**config.mk**
```make
export PLATFORM = sky130hd
export DESIGN_NAME = mem_port_arbiter
export DESIGN_NICKNAME = d
export VERILOG_FILES = /design/src/rtl/mem_port_arbiter.sv
export SDC_FILE = /design/constraint.sdc
export NUM_CORES = 1
export LEC_CHECK = 0
export ABC_AREA = 0
export CAP_MARGIN = 20
export CORE_AREA = 5 5 239 241
export DETAILED_ROUTE_END_ITERATION = 6
export DIE_AREA = 0 0 244 246
export GPL_TIMING_DRIVEN = 0
export PLACE_DENSITY_LB_ADDON = 0.3
export SYNTH_ARGS = -nofsm -noshare
export SYNTH_HDL_FRONTEND = slang
export SYNTH_SLANG_ARGS = --single-unit
```
**constraint.sdc**
```tcl
create_clock -name clk -period 2.49 [get_ports clk]
set_input_delay 0.498 -clock clk [delete_from_list [all_inputs] [get_ports clk]]
set_output_delay 0.498 -clock clk [all_outputs]
set_load 0.02 [all_outputs]
```
**src/rtl/mem_port_arbiter.sv**
```systemverilog
// Two-master arbiter in front of a single shared SRAM port.
// m2 (data) normally wins; m1 (fetch) gains priority once it has been
// denied AGE_MAX consecutive cycles. One transaction is outstanding at a time.
module mem_port_arbiter #(
    parameter int unsigned AGE_MAX = 8
) (
    input  logic        clk,
    input  logic        rst,

    input  logic        m1_req,
    input  logic        m1_we,
    input  logic [63:0] m1_addr,
    input  logic [63:0] m1_wdata,
    input  logic [7:0]  m1_wstrb,
    output logic        m1_gnt,
    output logic        m1_rsp_valid,
    output logic [63:0] m1_rdata,

    input  logic        m2_req,
    input  logic        m2_we,
    input  logic [63:0] m2_addr,
    input  logic [63:0] m2_wdata,
    input  logic [7:0]  m2_wstrb,
    output logic        m2_gnt,
    output logic        m2_rsp_valid,
    output logic [63:0] m2_rdata,

    output logic        s_req,
    output logic        s_we,
    output logic [63:0] s_addr,
    output logic [63:0] s_wdata,
    output logic [7:0]  s_wstrb,
    input  logic        s_ack,
    input  logic        s_rsp_valid,
    input  logic [63:0] s_rdata,

    output logic        busy,
    output logic        owner
);

    typedef enum logic [1:0] {IDLE, ISSUE, WAIT_RSP} state_t;

    localparam logic [3:0] AGE_LIMIT = 4'(AGE_MAX);

    state_t      state_q, state_d;
    logic [3:0]  age_q;
    logic        owner_q;
    logic        cap_we;
    logic [63:0] cap_addr;
    logic [63:0] cap_wdata;
    logic [7:0]  cap_wstrb;

    logic        pick_m1, pick_m2, done;

    // Winner selection in IDLE and completion detection in ISSUE/WAIT_RSP
    always_comb begin
        pick_m1 = (state_q == IDLE) && m1_req && (!m2_req || age_q >= AGE_LIMIT);
        pick_m2 = (state_q == IDLE) && m2_req && !pick_m1;
        done    = ((state_q == ISSUE) && s_ack && s_rsp_valid) ||
                  ((state_q == WAIT_RSP) && s_rsp_valid);
    end

    // Next-state logic; s_rsp_valid without s_ack in ISSUE is ignored
    always_comb begin
        state_d = state_q;
        case (state_q)
            IDLE:     if (pick_m1 || pick_m2) state_d = ISSUE;
            ISSUE:    if (s_ack) state_d = s_rsp_valid ? IDLE : WAIT_RSP;
            WAIT_RSP: if (s_rsp_valid) state_d = IDLE;
            default:  state_d = IDLE;
        endcase
    end

    // State register, m1 aging counter and transaction capture on grant
    always_ff @(posedge clk) begin
        if (rst) begin
            state_q   <= IDLE;
            age_q     <= '0;
            owner_q   <= 1'b0;
            cap_we    <= 1'b0;
            cap_addr  <= '0;
            cap_wdata <= '0;
            cap_wstrb <= '0;
        end else begin
            state_q <= state_d;
            if (pick_m1)
                age_q <= '0;
            else if (m1_req && age_q < AGE_LIMIT)
                age_q <= age_q + 4'd1;
            if (pick_m1 || pick_m2) begin
                owner_q   <= pick_m2;
                cap_we    <= pick_m2 ? m2_we    : m1_we;
                cap_addr  <= pick_m2 ? m2_addr  : m1_addr;
                cap_wdata <= pick_m2 ? m2_wdata : m1_wdata;
                cap_wstrb <= pick_m2 ? m2_wstrb : m1_wstrb;
            end
        end
    end

    // Output decode; everything is held low while rst is asserted
    always_comb begin
        m1_gnt       = 1'b0;
        m2_gnt       = 1'b0;
        m1_rsp_valid = 1'b0;
        m2_rsp_valid = 1'b0;
        m1_rdata     = '0;
        m2_rdata     = '0;
        s_req        = 1'b0;
        s_we         = 1'b0;
        s_addr       = '0;
        s_wdata      = '0;
        s_wstrb      = '0;
        busy         = 1'b0;
        owner        = 1'b0;
        if (!rst) begin
            m1_gnt       = pick_m1;
            m2_gnt       = pick_m2;
            m1_rsp_valid = done && !owner_q;
            m2_rsp_valid = done && owner_q;
            m1_rdata     = m1_rsp_valid ? s_rdata : '0;
            m2_rdata     = m2_rsp_valid ? s_rdata : '0;
            busy         = (state_q != IDLE);
            owner        = owner_q;
            if (state_q == ISSUE) begin
                s_req   = 1'b1;
                s_we    = cap_we;
                s_addr  = cap_addr;
                s_wdata = cap_wdata;
                s_wstrb = cap_wstrb;
            end
        end
    end

endmodule

```
==> results.md, run 1 <==
- Status: finished with violations
- Failing checks: negative setup slack
- Yosys warning count: 0
- Register-to-Register Path Depth: 7
- Dpl cells: 2485
- Post-Syn Area: 8990 sq um
- Clk buf depth: 2
- Critical path class: flop to primary output
- CP Capture Type: primary output
- Logic pwr share: 0.330
- Die Y: 246 um
- Worst setup endpoint: m1_rdata[53]
- Distinct cells, synth: 34
- Dpl hpwl: 50000 um
- Core Rows: 86
- Fillers: 5643
- Nets: 2186
- Initial antenna violation count: 28
- RR Startpoint: state_q[0]$_SDFFE_PP0P_
- Area of the multi-input gates: 5860 sq um
- Clock power frac: 0.326
- Switch share: 0.333
- DRC viols: 0
- Largest net degree at the start of global routing: 20
- Gr ovfl total: 0
- Reg2Reg Setup Slack: 280 ps
- Rel. slew slack: 0.412
- Synth Area per Inst: 7.72 sq um
- Max cap viols: 0
- Worst hold slack: 448 ps
- CTS clk-pin slew, worst paths: 60 ps
- Internal power: 5270 uW
- # port buffers: 615
- Worst-Skew Late Latency: 450 ps
- Crit start category: flop
- RePlAce Congestion: 0.928
- Peak Freq: 0.381 GHz
- Number of H-tree levels: 4
- Initial core utilization: 0.164
- Worst EP required: 1990 ps
- Vias in the first global route: 13049
- Critical Path Start: state_q[1]$_SDFFE_PP0P_
- I/O pin count: 616
- Setup violators final: 146
- Tcrit/Tclk final: 1.05
- DR WL/cell: 25.4 um
- Die X: 244 um
- Final worst slack: -135 ps
- CTS tree: done
- Root Buffer: clkbuf_16
- Total power: 7910 uW
- RR Endpoint: cap_wdata[23]$_SDFFE_PP0P_
- Synthesized instance count: 1165
- DR pass1 iterations: 6
- Sequential area share after synthesis: 0.321
- Cts hold-fix bufs: 0
- Die area: 60000 sq um
- Area growth syn-to-layout: 106%
- Power Density: 428 nW/um^2
- Post-route clock skew: 7.83 ps
- Num CTS Buffers: 17
- Critical Path AT: 2130 ps
- Layout cells sized above 1: 0.348
- Net Switching: 2640 uW
- Flop pwr share: 0.344
- Synthesized Nets: 1511
- Final Non-Filler Cells: 2576
- DR vias: 12568
- RSZ-0062 raised after global routing: true
- Design area: 18500 sq um
- Maximum net fanout on the critical path: 5
- HP Class: input port to flop
- Final slew viol count: 0
- Final antenna-violating net count: 0
- Pleak: 0.00724 uW
- FF+latch count, synth: 144
- WL final: 65400 um
- Worst vdd ir: 0.000392 V
- Global-route wire length before repair: 90300 um
- Placed cell areas: 16000 sq um
- Vias per cell: 4.88
- Tmin final: 2630 ps
- Sequential cell area: 2890 sq um
- Worst-margin pin slew: 882 ps
- Initial DRC Count: 663
- CTS Sinks: 144
- Final hold viol count: 0
- Core Footprint: 54700 sq um
- GR Util All Layers: 0.201
[Yosys cell counts]
cell type | instances | area, sq um
buf_1 | 1 | 3.75
a31o_2 | 1 | 8.76
nor3b_1 | 2 | 15.0
a211o_2 | 1 | 10.0
buf_2 | 68 | 340
nand4_1 | 137 | 857
mux2i_1 | 1 | 10.0
dfxtp_1 | 144 | 2880
nand2_1 | 1 | 3.75
o21ai_1 | 10 | 50.1
or2_0 | 1 | 6.26
clkbuf_2 | 10 | 50.1
and2_4 | 1 | 8.76
xor2_1 | 1 | 8.76
a21oi_1 | 139 | 696
a311oi_1 | 137 | 1200
a211oi_1 | 3 | 22.5
clkbuf_1 | 84 | 315
buf_6 | 2 | 22.5
and2_1 | 265 | 1660
nand2b_1 | 3 | 18.8
xnor2_1 | 1 | 8.76
inv_2 | 1 | 3.75
inv_1 | 3 | 11.3
nor3_1 | 1 | 5.00
o21ai_0 | 127 | 636
nor2_8 | 1 | 20.0
a41oi_1 | 1 | 8.76
nor2_1 | 9 | 33.8
nand3_1 | 1 | 5.00
nand3b_1 | 2 | 15.0
nor2b_1 | 1 | 6.26
buf_4 | 3 | 22.5
ha_1 | 2 | 25.0
[stage by stage]
step | utilization | worst slack [ps] | setup TNS, ps
floorplan | - | 362 | 0
global placement | 0.293 | -2100 | -484690
detailed placement | 0.293 | -2030 | -464790
CTS | 0.316 | -221 | -22820
global route | 0.338 | -228 | -27880
finish | 0.338 | -135 | -11410
[critical path, cell delays in order, from the launching register on]
cell	delay, ps
dfxtp_4	340
nand3b_1	220
a211oi_4	340
buf_6	200
clkbuf_16	160
clkbuf_16	140
and2_4	140
buf_6	110
[cells by family (layout without fill, tap and decap cells)]
logic type	count (synthesis)	after routing	synth area share
other	0	19	0
AND/OR/NAND/NOR	425	425	0.295
multiplexers	1	1	0.00111
flip-flops	144	144	0.321
buffers and inverters	172	860	0.0856
adder cells (fa/ha/maj)	2	2	0.00278
AO/OA/AOI/OAI	419	419	0.293
XOR/XNOR	2	2	0.00195
[cell type report]
class	instances	area share
buffer	161	0.0628
clock inverter	12	0.00602
multi-input combinational	849	0.317
timing repair buffer	663	0.383
antenna	19	0.00257
inverter	4	0.000811
tap	704	0.0476
clock buffer	20	0.0241
sequential	144	0.156
[placed cells by master (no fill, tap or decap), drive strengths merged, types with 3 or more instances in the layout]
cell type	synthesis	layout
buf	74	384
clkdlybuf4s50	0	338
and2	266	266
dfxtp	144	144
a21oi	139	139
nand4	137	137
a311oi	137	137
o21ai	137	137
clkbuf	94	113
diode	0	19
nor2	10	10
dlygate4sd2	0	6
inv	4	6
clkinv	0	6
clkinvlp	0	3
nand2b	3	3
a211oi	3	3
[power groups by stage]
stage                     sequential [uW]  clock, uW  combinational (uW)
final                                2720       2580                2610
after global routing                 2750       2730                2800
after CTS                            2710       2650                2450
after detailed placement             2750          0                2330
after global placement               2750          0                2290
after floorplan                      2710          0                1110
[layer usage]
metal  vias up  track usage  share of wire
met5         -            0        0.00058
met4         6        0.100          0.052
met3        99       0.0600          0.074
met2       571        0.370           0.52
met1      6153        0.209           0.36
li1       5739            -              -
[how the worst min path moves through the flow]
| stage | from | end | slack (ps) | cells past startpoint |
|---|---|---|---|---|
| global placement | cap_wdata[5]$_SDFFE_PP0P_ | cap_wdata[5]$_SDFFE_PP0P_ | 500 | 2 |
| detailed placement | cap_addr[34]$_SDFFE_PP0P_ | cap_addr[34]$_SDFFE_PP0P_ | 510 | 2 |
| floorplan | owner_q$_SDFFE_PP0P_ | owner_q$_SDFFE_PP0P_ | 460 | 2 |
| CTS | s_rsp_valid | state_q[1]$_SDFFE_PP0P_ | 400 | 2 |
| finish | s_rsp_valid | state_q[1]$_SDFFE_PP0P_ | 450 | 2 |
| global route | s_rsp_valid | state_q[1]$_SDFFE_PP0P_ | 440 | 2 |
[state kept, by name, indices dropped and copies added, names as in the netlist]
register	count
owner_q	1
state_q	2
cap_addr	64
age_q	4
cap_we	1
cap_wstrb	8
cap_wdata	64
[repair_timing]
action / CTS / global route
resized for setup: 1647 / 325
cloned: 11 / 16
buffers inserted: 15 / 8
endpoints found under the setup margin: 337 / 279
pin swaps: 47 / 23
No activity file was read; power rests on OpenSTA's default activity.
==> inputs of run 2 (changes only) <==
PLACE_DENSITY = 0.48   (was default)
PLACE_DENSITY_LB_ADDON = default   (was 0.3)
==> run 2 against run 1 <==
The run still ends with negative setup slack left. Via count is 0.84% higher. Die area stayed put. Critical path type unchanged. Power is 2.9% higher. Worst hold slack better by 64 ps. Maximum frequency is 1.3% lower. Clock skew is 1.1 ps higher. Global-route usage is 0.18 points higher. Largest power group is now the clock network. Critical path depth is 1 higher. Sequential power hardly changed. Final area is 1.3% higher.
==> results.md, run 2 (synthesis results as in run 1) <==
- Maximum net fanout on the critical path: 5 (unchanged)
- Gr ovfl total: 0 (unchanged)
- CP max stage cell: dfxtp_4 (unchanged)
- Layout cells sized above 1: 0.371 (was 0.348)
- Post-route clock skew: 8.89 ps (was 7.83 ps)
- Vias in the first global route: 12839 (was 13049)
- Crit start category: flop (unchanged)
- Initial core utilization: 0.164 (unchanged)
- Flop pwr share: 0.335 (was 0.344)
- Number of H-tree levels: 4 (unchanged)
- Die Y: 246 um (unchanged)
- WL final: 65800 um (was 65400 um)
- CP Capture Type: primary output (unchanged)
- Largest net degree at the start of global routing: 20 (unchanged)
- DRC viols: 0 (unchanged)
- Initial antenna violation count: 29 (was 28)
- Initial DRC Count: 797 (was 663)
- Rel. slew slack: 0.437 (was 0.412)
- Hold Crit Depth: 2 (unchanged)
- Tmin final: 2660 ps (was 2630 ps)
- I/O pin count: 616 (unchanged)
- RR Startpoint: state_q[0]$_SDFFE_PP0P_ (unchanged)
- CP Cell Sequence: nand3b_1 > buf_6 > a211oi_4 > buf_6 > buf_12 > clkbuf_8 > and2_4 > buf_6 (was nand3b_1 > a211oi_4 > buf_6 > clkbuf_16 > clkbuf_16 > and2_4 > buf_6)
- Worst Hold Endpoint: cap_wstrb[3]$_SDFFE_PP0P_ (was state_q[1]$_SDFFE_PP0P_)
- Status: finished with violations (unchanged)
- Core Footprint: 54700 sq um (unchanged)
- HP Class: flop to flop (was input port to flop)
- Cell family with most CP delay: buffers and inverters (unchanged)
- Dpl cells: 2485 (unchanged)
- Worst EP required: 1990 ps (about the same)
- Register-to-Register Path Depth: 8 (was 7)
- RePlAce Congestion: 0.922 (was 0.928)
- CTS tree: done (unchanged)
- Fillers: 5685 (was 5643)
- Tcrit/Tclk final: 1.07 (was 1.05)
- Final Non-Filler Cells: 2578 (was 2576)
- Peak Freq: 0.376 GHz (was 0.381 GHz)
- Cell mode on critical path: buf_6
- Most frequent cells in the layout: clkdlybuf4s50_1 (338), buf_6 (253), and2_4 (227) (was clkdlybuf4s50_1 (338), buf_6 (236), and2_4 (187))
- Area growth syn-to-layout: 109% (was 106%)
- Nets: 2193 (was 2186)
- Final worst slack: -169 ps (was -135 ps)
- Critical path class: flop to primary output (unchanged)
- Vias per cell: 4.92 (was 4.88)
- CP peak stage delay: 350 ps (was 340 ps)
- Setup violators final: 253 (was 146)
- Die X: 244 um (unchanged)
- Net Switching: 2590 uW (was 2640 uW)
- RSZ-0062 raised after global routing: true (unchanged)
- CTS clk-pin slew, worst paths: 60 ps (about the same)
- GR Util All Layers: 0.203 (was 0.201)
- Power Density: 434 nW/um^2 (was 428 nW/um^2)
- Worst-margin pin slew: 845 ps (was 882 ps)
- Final setup TNS: -17350 ps (was -11410 ps)
- Num CTS Buffers: 17 (unchanged)
- Placed cell areas: 16000 sq um (unchanged)
- Largest registers: cap_addr: 64 flops, cap_wdata: 64 flops, cap_wstrb: 8 flops (unchanged)
- Worst-Skew Late Latency: 460 ps (was 450 ps)
- Critical Path AT: 2160 ps (was 2130 ps)
- DR WL/cell: 25.5 um (was 25.4 um)
- Critical path buffers and inverters: 5 (was 4)
- Root Buffer: clkbuf_16 (unchanged)
- RR Endpoint: cap_wdata[36]$_SDFFE_PP0P_ (was cap_wdata[23]$_SDFFE_PP0P_)
- Logic pwr share: 0.326 (was 0.330)
- Worst vdd ir: 0.000282 V (was 0.000392 V)
- Worst Min Path Start: cap_wstrb[3]$_SDFFE_PP0P_ (was s_rsp_valid)
- Dpl hpwl: 51100 um (was 50000 um)
- Switch share: 0.318 (was 0.333)
- Final hold viol count: 0 (unchanged)
- DR pass1 iterations: 5 (was 6)
- Pleak: 0.00738 uW (was 0.00724 uW)
- Clk buf depth: 2 (unchanged)
- Fin util: 0.343 (was 0.338)
- CTS Sinks: 144 (unchanged)
- Max cap viols: 0 (unchanged)
- Design area: 18800 sq um (was 18500 sq um)
- Core Rows: 86 (unchanged)
- Reg2Reg Setup Slack: 180 ps (was 280 ps)
- Most common cell after layout, fill and taps aside: clkdlybuf4s50_1 (unchanged)
- Die area: 60000 sq um (unchanged)
- Final antenna-violating net count: 0 (unchanged)
- Cts hold-fix bufs: 0 (unchanged)
- Global-route wire length before repair: 90400 um (was 90300 um)
- Failing checks: negative setup slack (unchanged)
- DR vias: 12673 (was 12568)
- Final slew viol count: 0 (unchanged)
- # port buffers: 615 (unchanged)
- Clock power frac: 0.339 (was 0.326)
- Internal power: 5560 uW (was 5270 uW)
run 2: repair_timing:
action                      CTS  global route
pin swaps                    36            38
gates cloned                  7            14
buffers inserted             21            10
setup endpoints to repair   337           343
gates resized for setup    1618           416
run 2: how the worst max path moves through the flow:
| stage | startpoint | endpoint | cells after the start |
|---|---|---|---|
| floorplan | rst | s_addr[34] | 5 |
| global placement | rst | s_addr[46] | 7 |
| detailed placement | rst | s_addr[46] | 7 |
| CTS | state_q[0]$_SDFFE_PP0P_ | m2_rdata[52] | 8 |
| global route | state_q[1]$_SDFFE_PP0P_ | m2_rdata[52] | 7 |
| finish | state_q[1]$_SDFFE_PP0P_ | m1_rdata[13] | 8 |
run 2: metal layers:
metal  GRT usage  share of wire  vias up
met4       0.104          0.050        6
li1            -              -     5741
met3      0.0612          0.074      127
met2       0.371           0.52      637
met1       0.211           0.35     6162
met5           0        0.00062        -
run 2: power groups by stage:
stage | clock network, uW | registers [uW] | logic, uW
floorplan | 0 | 2710 | 1110
global placement | 0 | 2750 | 2320
detailed placement | 0 | 2750 | 2330
CTS | 2840 | 2710 | 2450
global route | 2920 | 2750 | 2830
finish | 2760 | 2730 | 2650
run 2: layout make-up:
class | count | area [sq um] | share of cell area
clock inverters | 8 | 129 | 0.00687
repair buffers | 668 | 7160 | 0.382
plain buffers | 163 | 1200 | 0.0641
well taps | 704 | 881 | 0.0470
clock buffers | 23 | 478 | 0.0255
diodes | 15 | 37.5 | 0.00200
flip-flops and latches | 144 | 2890 | 0.154
inverters | 4 | 15.0 | 0.000801
multi-input cells | 849 | 5960 | 0.318
run 2: tightest hold or removal path, delay by kind of cell, from the launching register on:
kind,cells,cell delay [ps]
flops,1,300
compound gates,2,160
run 2: stage by stage:
stage          setup WS [ps]  hold WS [ps]  total power (uW)
2_1_floorplan            362           460              3810
3_3_place_gp           -2080           499              5060
3_5_place_dp           -2080           506              5080
4_1_cts                 -222           481              8000
5_1_grt                 -246           523              8510
6_report                -169           513              8140
